### config.mk
export PLATFORM = sky130hd
export DESIGN_NAME = fft_pkt_source
export DESIGN_NICKNAME = d
export VERILOG_FILES = /design/src/rtl/fft_pkt_pkg.sv /design/src/rtl/fft_pkt_skid.sv /design/src/rtl/fft_pkt_source.sv
export SDC_FILE = /design/constraint.sdc
export NUM_CORES = 1
export LEC_CHECK = 0
export BUFFER_PORTS_ARGS = -buffer_cell sky130_fd_sc_hd__buf_2
export CAP_MARGIN = 20
export CORE_MARGIN = 1.5
export CORE_UTILIZATION = 43
export DETAILED_ROUTE_END_ITERATION = 8
export SYNTH_ARGS = -nofsm -noshare
export SYNTH_HDL_FRONTEND = slang
export SYNTH_SLANG_ARGS = --single-unit
### constraint.sdc
create_clock -name clk_clk -period 3.9 [get_ports clk_clk]
set_input_delay 0.39 -clock clk_clk [delete_from_list [all_inputs] [get_ports clk_clk]]
set_output_delay 0.39 -clock clk_clk [all_outputs]
set_load 0.01 [all_outputs]
### src/rtl/fft_pkt_pkg.sv
// Shared types and defaults for the FFT packet source/sink blocks.
package fft_pkt_pkg;

  localparam int DATA_W_DEF = 14;
  localparam int LEN_W_DEF  = 16;

  typedef enum logic [1:0] {
    ST_IDLE,
    ST_RUN,
    ST_FLUSH
  } state_t;

  // Buffer entry layout; the skid stores it as a flat {data, sop, eop} vector.
  typedef struct packed {
    logic [DATA_W_DEF-1:0] data;
    logic                  sop;
    logic                  eop;
  } entry_t;

endpackage

### src/rtl/fft_pkt_skid.sv
// Two-entry FIFO with registered head; head only moves on pop or when empty.
module fft_pkt_skid #(
  parameter int W = 16
) (
  input  logic         clk,
  input  logic         rst,
  input  logic         clear,
  input  logic         push,
  input  logic [W-1:0] push_data,
  output logic         full,
  input  logic         pop,
  output logic [W-1:0] pop_data,
  output logic         empty
);

  logic [W-1:0] head_q;
  logic [W-1:0] tail_q;
  logic [1:0]   count_q;
  logic         do_pop;
  logic         do_push;

  assign empty    = (count_q == 2'd0);
  assign full     = (count_q == 2'd2);
  assign do_pop   = pop && !empty;
  // A full buffer still takes a push when the head leaves in the same cycle.
  assign do_push  = push && (!full || do_pop);
  assign pop_data = head_q;

  // Storage and occupancy update.
  always_ff @(posedge clk) begin
    if (rst) begin
      head_q  <= '0;
      tail_q  <= '0;
      count_q <= '0;
    end else if (clear) begin
      count_q <= '0;
    end else begin
      case ({do_push, do_pop})
        2'b10: begin
          if (count_q == 2'd0) head_q <= push_data;
          else                 tail_q <= push_data;
          count_q <= count_q + 2'd1;
        end
        2'b01: begin
          head_q  <= tail_q;
          count_q <= count_q - 2'd1;
        end
        2'b11: begin
          if (count_q == 2'd2) begin
            head_q <= tail_q;
            tail_q <= push_data;
          end else begin
            head_q <= push_data;
          end
        end
        default: ;
      endcase
    end
  end

endmodule

### src/rtl/fft_pkt_source.sv
// Captures ADC samples into framed Avalon-ST packets for the FFT FIFO.
module fft_pkt_source
  import fft_pkt_pkg::*;
#(
  parameter int DATA_W = DATA_W_DEF,
  parameter int LEN_W  = LEN_W_DEF
) (
  input  logic              clk_clk,
  input  logic              reset_reset,
  input  logic              start,
  input  logic              abort,
  input  logic [LEN_W-1:0]  frame_len,
  input  logic [LEN_W-1:0]  num_frames,
  input  logic [DATA_W-1:0] adc_data,
  input  logic              adc_valid,
  output logic [DATA_W-1:0] src_data,
  output logic              src_valid,
  input  logic              src_ready,
  output logic              src_startofpacket,
  output logic              src_endofpacket,
  output logic              busy,
  output logic              done,
  output logic              overflow,
  output logic              cfg_err
);

  localparam int ENT_W = DATA_W + 2;

  state_t             state_q, state_d;
  logic [LEN_W-1:0]   len_q, frames_q, idx_q, frm_q;
  logic               overflow_q, cfg_err_q;
  logic               cfg_ok, start_ok, push, pop, accept;
  logic               full, empty, last_sample, last_frame;
  logic [ENT_W-1:0]   push_entry, pop_entry;

  assign cfg_ok      = (frame_len != '0) && (num_frames != '0);
  assign start_ok    = (state_q == ST_IDLE) && start && !abort && cfg_ok;
  assign pop         = src_ready && !empty;
  assign push        = (state_q == ST_RUN) && adc_valid && !abort;
  assign accept      = push && (!full || pop);
  assign last_sample = (idx_q == len_q - 1'b1);
  assign last_frame  = (frm_q == frames_q - 1'b1);
  assign push_entry  = {adc_data, (idx_q == '0), last_sample};

  fft_pkt_skid #(.W(ENT_W)) u_skid (
    .clk       (clk_clk),
    .rst       (reset_reset),
    .clear     (abort),
    .push      (push),
    .push_data (push_entry),
    .full      (full),
    .pop       (pop),
    .pop_data  (pop_entry),
    .empty     (empty)
  );

  assign src_data          = pop_entry[ENT_W-1:2];
  assign src_valid         = !empty;
  assign src_startofpacket = pop_entry[1] && !empty;
  assign src_endofpacket   = pop_entry[0] && !empty;
  assign busy              = (state_q != ST_IDLE);
  assign overflow          = overflow_q;
  assign cfg_err           = cfg_err_q;

  // Next-state decode; abort overrides everything and suppresses done.
  always_comb begin
    state_d = state_q;
    done    = 1'b0;
    if (abort) begin
      state_d = ST_IDLE;
    end else begin
      case (state_q)
        ST_IDLE:  if (start && cfg_ok) state_d = ST_RUN;
        ST_RUN:   if (accept && last_sample && last_frame) state_d = ST_FLUSH;
        ST_FLUSH: if (empty) begin
          state_d = ST_IDLE;
          done    = 1'b1;
        end
        default:  state_d = ST_IDLE;
      endcase
    end
  end

  // State, run configuration, sample/frame counters and status flags.
  always_ff @(posedge clk_clk) begin
    if (reset_reset) begin
      state_q    <= ST_IDLE;
      len_q      <= '0;
      frames_q   <= '0;
      idx_q      <= '0;
      frm_q      <= '0;
      overflow_q <= 1'b0;
      cfg_err_q  <= 1'b0;
    end else begin
      state_q   <= state_d;
      cfg_err_q <= (state_q == ST_IDLE) && start && !abort && !cfg_ok;
      if (start_ok) begin
        len_q      <= frame_len;
        frames_q   <= num_frames;
        idx_q      <= '0;
        frm_q      <= '0;
        overflow_q <= 1'b0;
      end
      if (accept) begin
        if (last_sample) begin
          idx_q <= '0;
          frm_q <= frm_q + 1'b1;
        end else begin
          idx_q <= idx_q + 1'b1;
        end
      end
      if (push && !accept) overflow_q <= 1'b1;
    end
  end

endmodule

==> flow_summary.json, run 1 <==
{
  "status": "finished, final reports clean",
  "finalNetCount": 774,
  "max_freq_ghz": 0.314,
  "grt_use_total": 0.208,
  "critPathMaxStageDelay_ps": 590,
  "die_w_um": 118,
  "coreArea_um2": 12800,
  "endpoint_kind": "flop",
  "yosys.cell_types.count": 65,
  "p_per_area_nw_per_um2": 362,
  "die_area_um2": 14000,
  "wire_per_inst_um": 15.7,
  "cts_hold_buffers": 0,
  "portBuffers": 72,
  "n_antenna_cell": 0,
  "synth_area_per_cell_um2": 8.35,
  "period_share": 0.816,
  "postRouteAntennaNets": 0,
  "slowest_stage": "or4_4",
  "rsz0062_at_grt": "no",
  "grt_pass1_vias": 4779,
  "maxSlewViolCount": 0,
  "cts_tree": "built",
  "grt_pass1_wl_um": 24000,
  "yosys_register_bits": 102,
  "fp-row-count": 41,
  "dr.pass1.iters": 4,
  "dpl.hpwl_um": 10500,
  "route.detailed.drc": 0,
  "root_buffer": "clkbuf_16",
  "syn2layout_area_growth_pct": 11.8,
  "max-slew-margin-rel": 0.490,
  "drt_wl_total_um": 14100,
  "synth_area_um2": 5710,
  "antenna_found_initial": 0,
  "crit_required_ps": 4140,
  "fill_cells": 1257,
  "clock_sinks": 102,
  "cts_resized": 0,
  "cts_buffer_depth": 2,
  "place_congestion": 0.936,
  "ys_seq_area_frac": 0.358,
  "ir_drop_uv": 250,
  "htree_levels": 3,
  "setup_violations": 0,
  "grt_max_degree": 42,
  "hold_class": "in2reg",
  "fin_skew_ps": 6.98,
  "path_cells": "or4_4 -> or3_1 -> a2111o_1 -> a22oi_2 -> nand4b_2 -> buf_4 -> or4_1 -> nor4b_2",
  "initial_utilization": 0.447,
  "drt_iter0_markers": 230,
  "clock_latency_ps": 350,
  "cts_setup_buffers": 0,
  "ys.flop_type": "dfxtp_1",
  "grt_remaining_overflow": 0,
  "syn-num-nets": 740,
  "drive_above_1_share": 0.158,
  "ioPinCount": 73,
  "fin_tns_setup_ps": 0,
  "die_height_um": 118,
  "synth-edff-count": 0,
  "clk_pin_slew_ps": 70,
  "worstPathArrival_ps": 3420,
  "crit_fanout": 13,
  "synthArstFlopShare": 0,
  "worstMarginPinSlew_ps": 765,
  "viasPerCell": 5.64,
  "fin_crit_ps": 3180,
  "hold_viol_final": 0,
  "synth_warnings": 0,
  "cp-start-kind": "flop",
  "p_leak_uw": 0.00250,
  "cts_made_buffers": 9,
  "critPathKind": "reg2reg",
  "final_util": 0.499,
  "num_vias": 5039,
  "drv_cap": 0,
  "synthCells": 683
}
## report_power, final
group	total (uW)	leakage (uW)	internal (uW)	switching (uW)
clock network	927	0.000150	510	417
logic	290	0.00153	132	159
registers	1090	0.000826	1060	27.6
total	2310	0.00250	1700	603
## per-stage QoR
| step | power, uW | instances | worst slack [ps] | cell area (um^2) | hold WS (ps) |
|---|---|---|---|---|---|
| 6_report | 2310 | 894 | 718 | 6380 | 283 |
| 5_1_grt | 2410 | 894 | 568 | 6380 | 292 |
| 4_1_cts | 2330 | 894 | 736 | 6380 | 270 |
| 3_5_place_dp | 1400 | 878 | 763 | 6070 | 478 |
| 3_3_place_gp | 1390 | 878 | 810 | 6070 | 457 |
| 2_1_floorplan | 1320 | 683 | 1030 | 5710 | 449 |
## flip-flops by register name, indices dropped and copies added (netlist names)
signal and flops:
u_skid.pop_data 16, len_q 16, cfg_err 1, idx_q 16, state_q 2, frm_q 16, overflow 1, u_skid.tail_q 16
frames_q 16, u_skid.count_q 2
## Yosys cell counts (3+ instances only)
cell	instances	area share
and2_1	9	0.0099
nor3_1	11	0.0096
a31oi_1	7	0.0077
or4_1	4	0.0053
dfxtp_1	102	0.36
nand4_1	15	0.016
nor2_1	97	0.064
xnor2_1	29	0.045
or3_1	8	0.0088
mux2i_1	66	0.12
a211oi_1	19	0.025
buf_4	15	0.020
clkbuf_1	33	0.022
a21oi_1	15	0.013
nand2_1	34	0.022
nand2b_1	3	0.0033
nor2b_1	7	0.0077
nand4b_1	5	0.0077
o211ai_1	12	0.016
a21o_1	3	0.0039
o31ai_1	3	0.0039
nor4_1	20	0.022
ha_1	5	0.011
or2_2	8	0.0088
a2111oi_0	3	0.0046
inv_1	23	0.015
o311ai_0	5	0.0077
a22oi_1	3	0.0039
and3_1	5	0.0055
nand3b_1	4	0.0053
buf_1	6	0.0039
nand3_1	27	0.024
buf_2	3	0.0026
o22ai_1	5	0.0055
xor2_1	13	0.020
o21ai_0	22	0.019
## path summary, 6_finish.rpt
check / start / end / slack, ps / cells past startpoint
worst max-delay path: len_q[6] / state_q[0] / 720 / 8
worst max register to register: len_q[6] / state_q[0] / 720 / 8
worst min register to register: u_skid.tail_q[0] / u_skid.tail_q[0] / 490 / 2
worst min-delay path: adc_data[1] / u_skid.tail_q[3] / 280 / 3
## kinds of logic after synthesis
logic type / count (synthesis) / share of synthesized area
buf+inv: 81 / 0.0651
fa+ha+maj: 5 / 0.0110
flops: 102 / 0.358
xor+xnor: 42 / 0.0645
mux: 66 / 0.116
compound gates: 118 / 0.143
simple gates: 269 / 0.243
## critical path: cells and delay by family, from the launching register on
kind,cells,cell delay [ps]
flip-flops,1,390
buffers and inverters,1,200
AND/OR/NAND/NOR,5,1830
AO/OA/AOI/OAI,2,650
## cell usage in the layout (no fill, tap or decap), types with 11 or more instances in the layout
master	count
a211oi_1	19
nor3_1	11
nand3_1	27
o21ai_0	22
a21oi_1	14
o211ai_1	12
nand2_1	34
xnor2_1	29
xor2_1	13
dfxtp_1	102
nor2_1	97
mux2i_1	66
nor4_1	20
inv_1	23
buf_2	72
nand4_1	15
## final cells by class
| class | count | area (um^2) | area share |
|---|---|---|---|
| clock buffer | 10 | 229 | 0.0359 |
| multi-input combinational | 500 | 3300 | 0.517 |
| inverter | 23 | 86.3 | 0.0135 |
| tap | 172 | 215 | 0.0338 |
| sequential | 102 | 2040 | 0.320 |
| timing repair buffer | 81 | 428 | 0.0671 |
| clock inverter | 6 | 76.3 | 0.0120 |
## layer usage
layer  vias up  global-route usage  wire (um)  share of wire
met5         -                   0          0              0
met4         0              0.0556        118         0.0084
met3        10              0.0454        521          0.037
met2        93               0.338       6580           0.47
met1      2420               0.279       6840           0.49
li1       2516                   -          -              -
No activity file was read; power rests on OpenSTA's default activity.
==> inputs of run 2 (changes only) <==
- clock period: 3.9 -> 3.3 ns (I/O delays scaled with it)
==> run 2 against run 1 <==
Net effect: hold slack got worse by 58 ps; final cell count grew 0.34%; combinational power increased by 21%; final area rose by 0.80%; maximum frequency grew 2.9%; clock skew down 1.3 ps; clock power grew 29%; critical path depth increased by 1; largest cell class unchanged.
==> flow_summary.json, run 2 (synthesis results as in run 1) <==
{
  "status": "finished, final reports clean",
  "grt_pass1_wl_um": 23300,
  "hp-start": "num_frames[4]",
  "min_to": "frames_q[4]",
  "drt_wl_total_um": 13800,
  "fp-row-count": 41,
  "grt_use_total": 0.202,
  "hold_viol_final": 0,
  "cts_buffer_depth": 2,
  "mostFrequentLayoutCells": "dfxtp_1 (102), nor2_1 (97), buf_2 (72)",
  "dr.pass1.iters": 5,
  "num_vias": 4987,
  "clock_latency_ps": 350,
  "worstPathArrival_ps": 3330,
  "path_delay_family": "simple AND/OR/NAND/NOR gates",
  "rsz0062_at_grt": "no",
  "critPathKind": "reg2reg",
  "hold_class": "in2reg",
  "root_buffer": "clkbuf_16",
  "place_ws_ps": 201,
  "die_area_um2": 14000,
  "layout_commonest_cell": "dfxtp_1",
  "cts_tree": "built",
  "ioPinCount": 73,
  "portBuffers": 72,
  "drive_above_1_share": 0.163,
  "endpoint_kind": "flop",
  "die_w_um": 118,
  "clock_sinks": 102,
  "p_leak_uw": 0.00253,
  "slowest_stage": "or4b_1",
  "setup_slack_ps": 207,
  "clk_pin_slew_ps": 70,
  "critPathMaxStageDelay_ps": 620,
  "coreArea_um2": 12800,
  "worstMarginPinSlew_ps": 683,
  "max-slew-margin-rel": 0.543,
  "critPathBufInv": 1,
  "crit_fanout": 7,
  "cp-start-kind": "flop",
  "cts_hold_buffers": 0,
  "finalNetCount": 777,
  "grt_remaining_overflow": 0,
  "htree_levels": 3,
  "fin_crit_ps": 3090,
  "dpl.hpwl_um": 10300,
  "fin_tns_setup_ps": 0,
  "place_congestion": 0.902,
  "max_freq_ghz": 0.323,
  "fin_skew_ps": 5.64,
  "setup_violations": 0,
  "die_height_um": 118,
  "grt_max_degree": 56,
  "reg2regPathDepth": 9,
  "whs_ps": 225,
  "path_cells": "inv_1 -> ha_1 -> or4b_1 -> a2bb2oi_1 -> a211oi_1 -> a41oi_1 -> or4_1 -> or4_1 -> nor4b_2",
  "cts_resized": 0,
  "route.detailed.drc": 0,
  "final_util": 0.503,
  "grt_pass1_vias": 4828,
  "regToRegSetupSlack_ps": 210,
  "n_antenna_cell": 0,
  "p_per_area_nw_per_um2": 441,
  "cts_made_buffers": 9,
  "wire_per_inst_um": 15.4,
  "ir_drop_uv": 412,
  "initial_utilization": 0.447,
  "drt_iter0_markers": 294,
  "maxSlewViolCount": 0,
  "min_path_cells": 3,
  "viasPerCell": 5.56,
  "r2r_start": "frames_q[0]",
  "cts_setup_buffers": 0,
  "period_share": 0.937,
  "crit_path_frequent_cell": "or4_1",
  "antenna_found_initial": 0,
  "drv_cap": 0,
  "postRouteAntennaNets": 0,
  "r2r-end": "state_q[0]",
  "crit_required_ps": 3540,
  "syn2layout_area_growth_pct": 12.7
}
## run 2: cell types whose count changed in the layout (fill, tap and decap cells not counted)
cell       before  now
buf_4           9   12
inv_6           2    3
bufinv_16       1    2
inv_8           1    2
clkinv_4        2    0
clkbuf_1        1    0
## run 2: worst register-to-register path, stage by stage, from the launching register on
cell and delay [ps]:
dfxtp_1 360, inv_1 70, ha_1 220, or4b_1 620, a2bb2oi_1 200, a211oi_1 210, a41oi_1 60, or4_1 530
or4_1 530, nor4b_2 170
## run 2: worst max-delay path by stage
stage                      startpoint         end  slack, ps  cells past startpoint
after floorplan           frames_q[0]  state_q[0]        430                     10
after global placement    frames_q[0]  state_q[0]        320                      9
after detailed placement  frames_q[0]  state_q[0]        200                      9
after CTS                 frames_q[0]  state_q[0]        190                      9
after global routing      frames_q[0]  state_q[0]         50                      9
final                     frames_q[0]  state_q[0]        210                      9
## run 2: through the flow
step / std cells / total power [uW] / area (um^2)
final: 897 / 2840 / 6430
after CTS: 897 / 2870 / 6430
after detailed placement: 881 / 1670 / 6090
after floorplan: 683 / 1560 / 5710
after global placement: 881 / 1660 / 6090
after global routing: 897 / 2950 / 6430
## run 2: metal layers
metal / GRT usage / up-vias / routed length (um)
li1: - / 2523 / -
met1: 0.269 / 2336 / 6710
met2: 0.325 / 115 / 6250
met3: 0.0497 / 13 / 687
met4: 0.0579 / 0 / 147
met5: 0 / - / 0
## run 2: cell type report
cell class	instances	area [um^2]
Fill cell	1229	6350
Multi-Input combinational cell	500	3300
Sequential cell	102	2040
Timing Repair Buffer	84	450
Clock buffer	9	225
Tap cell	172	215
Clock inverter	7	109
Inverter	23	86.3
## run 2: power breakdown
part	internal, uW	total [uW]	switching [uW]
clock	684	1200	513
sequential	1260	1290	32.4
combinational	162	351	189
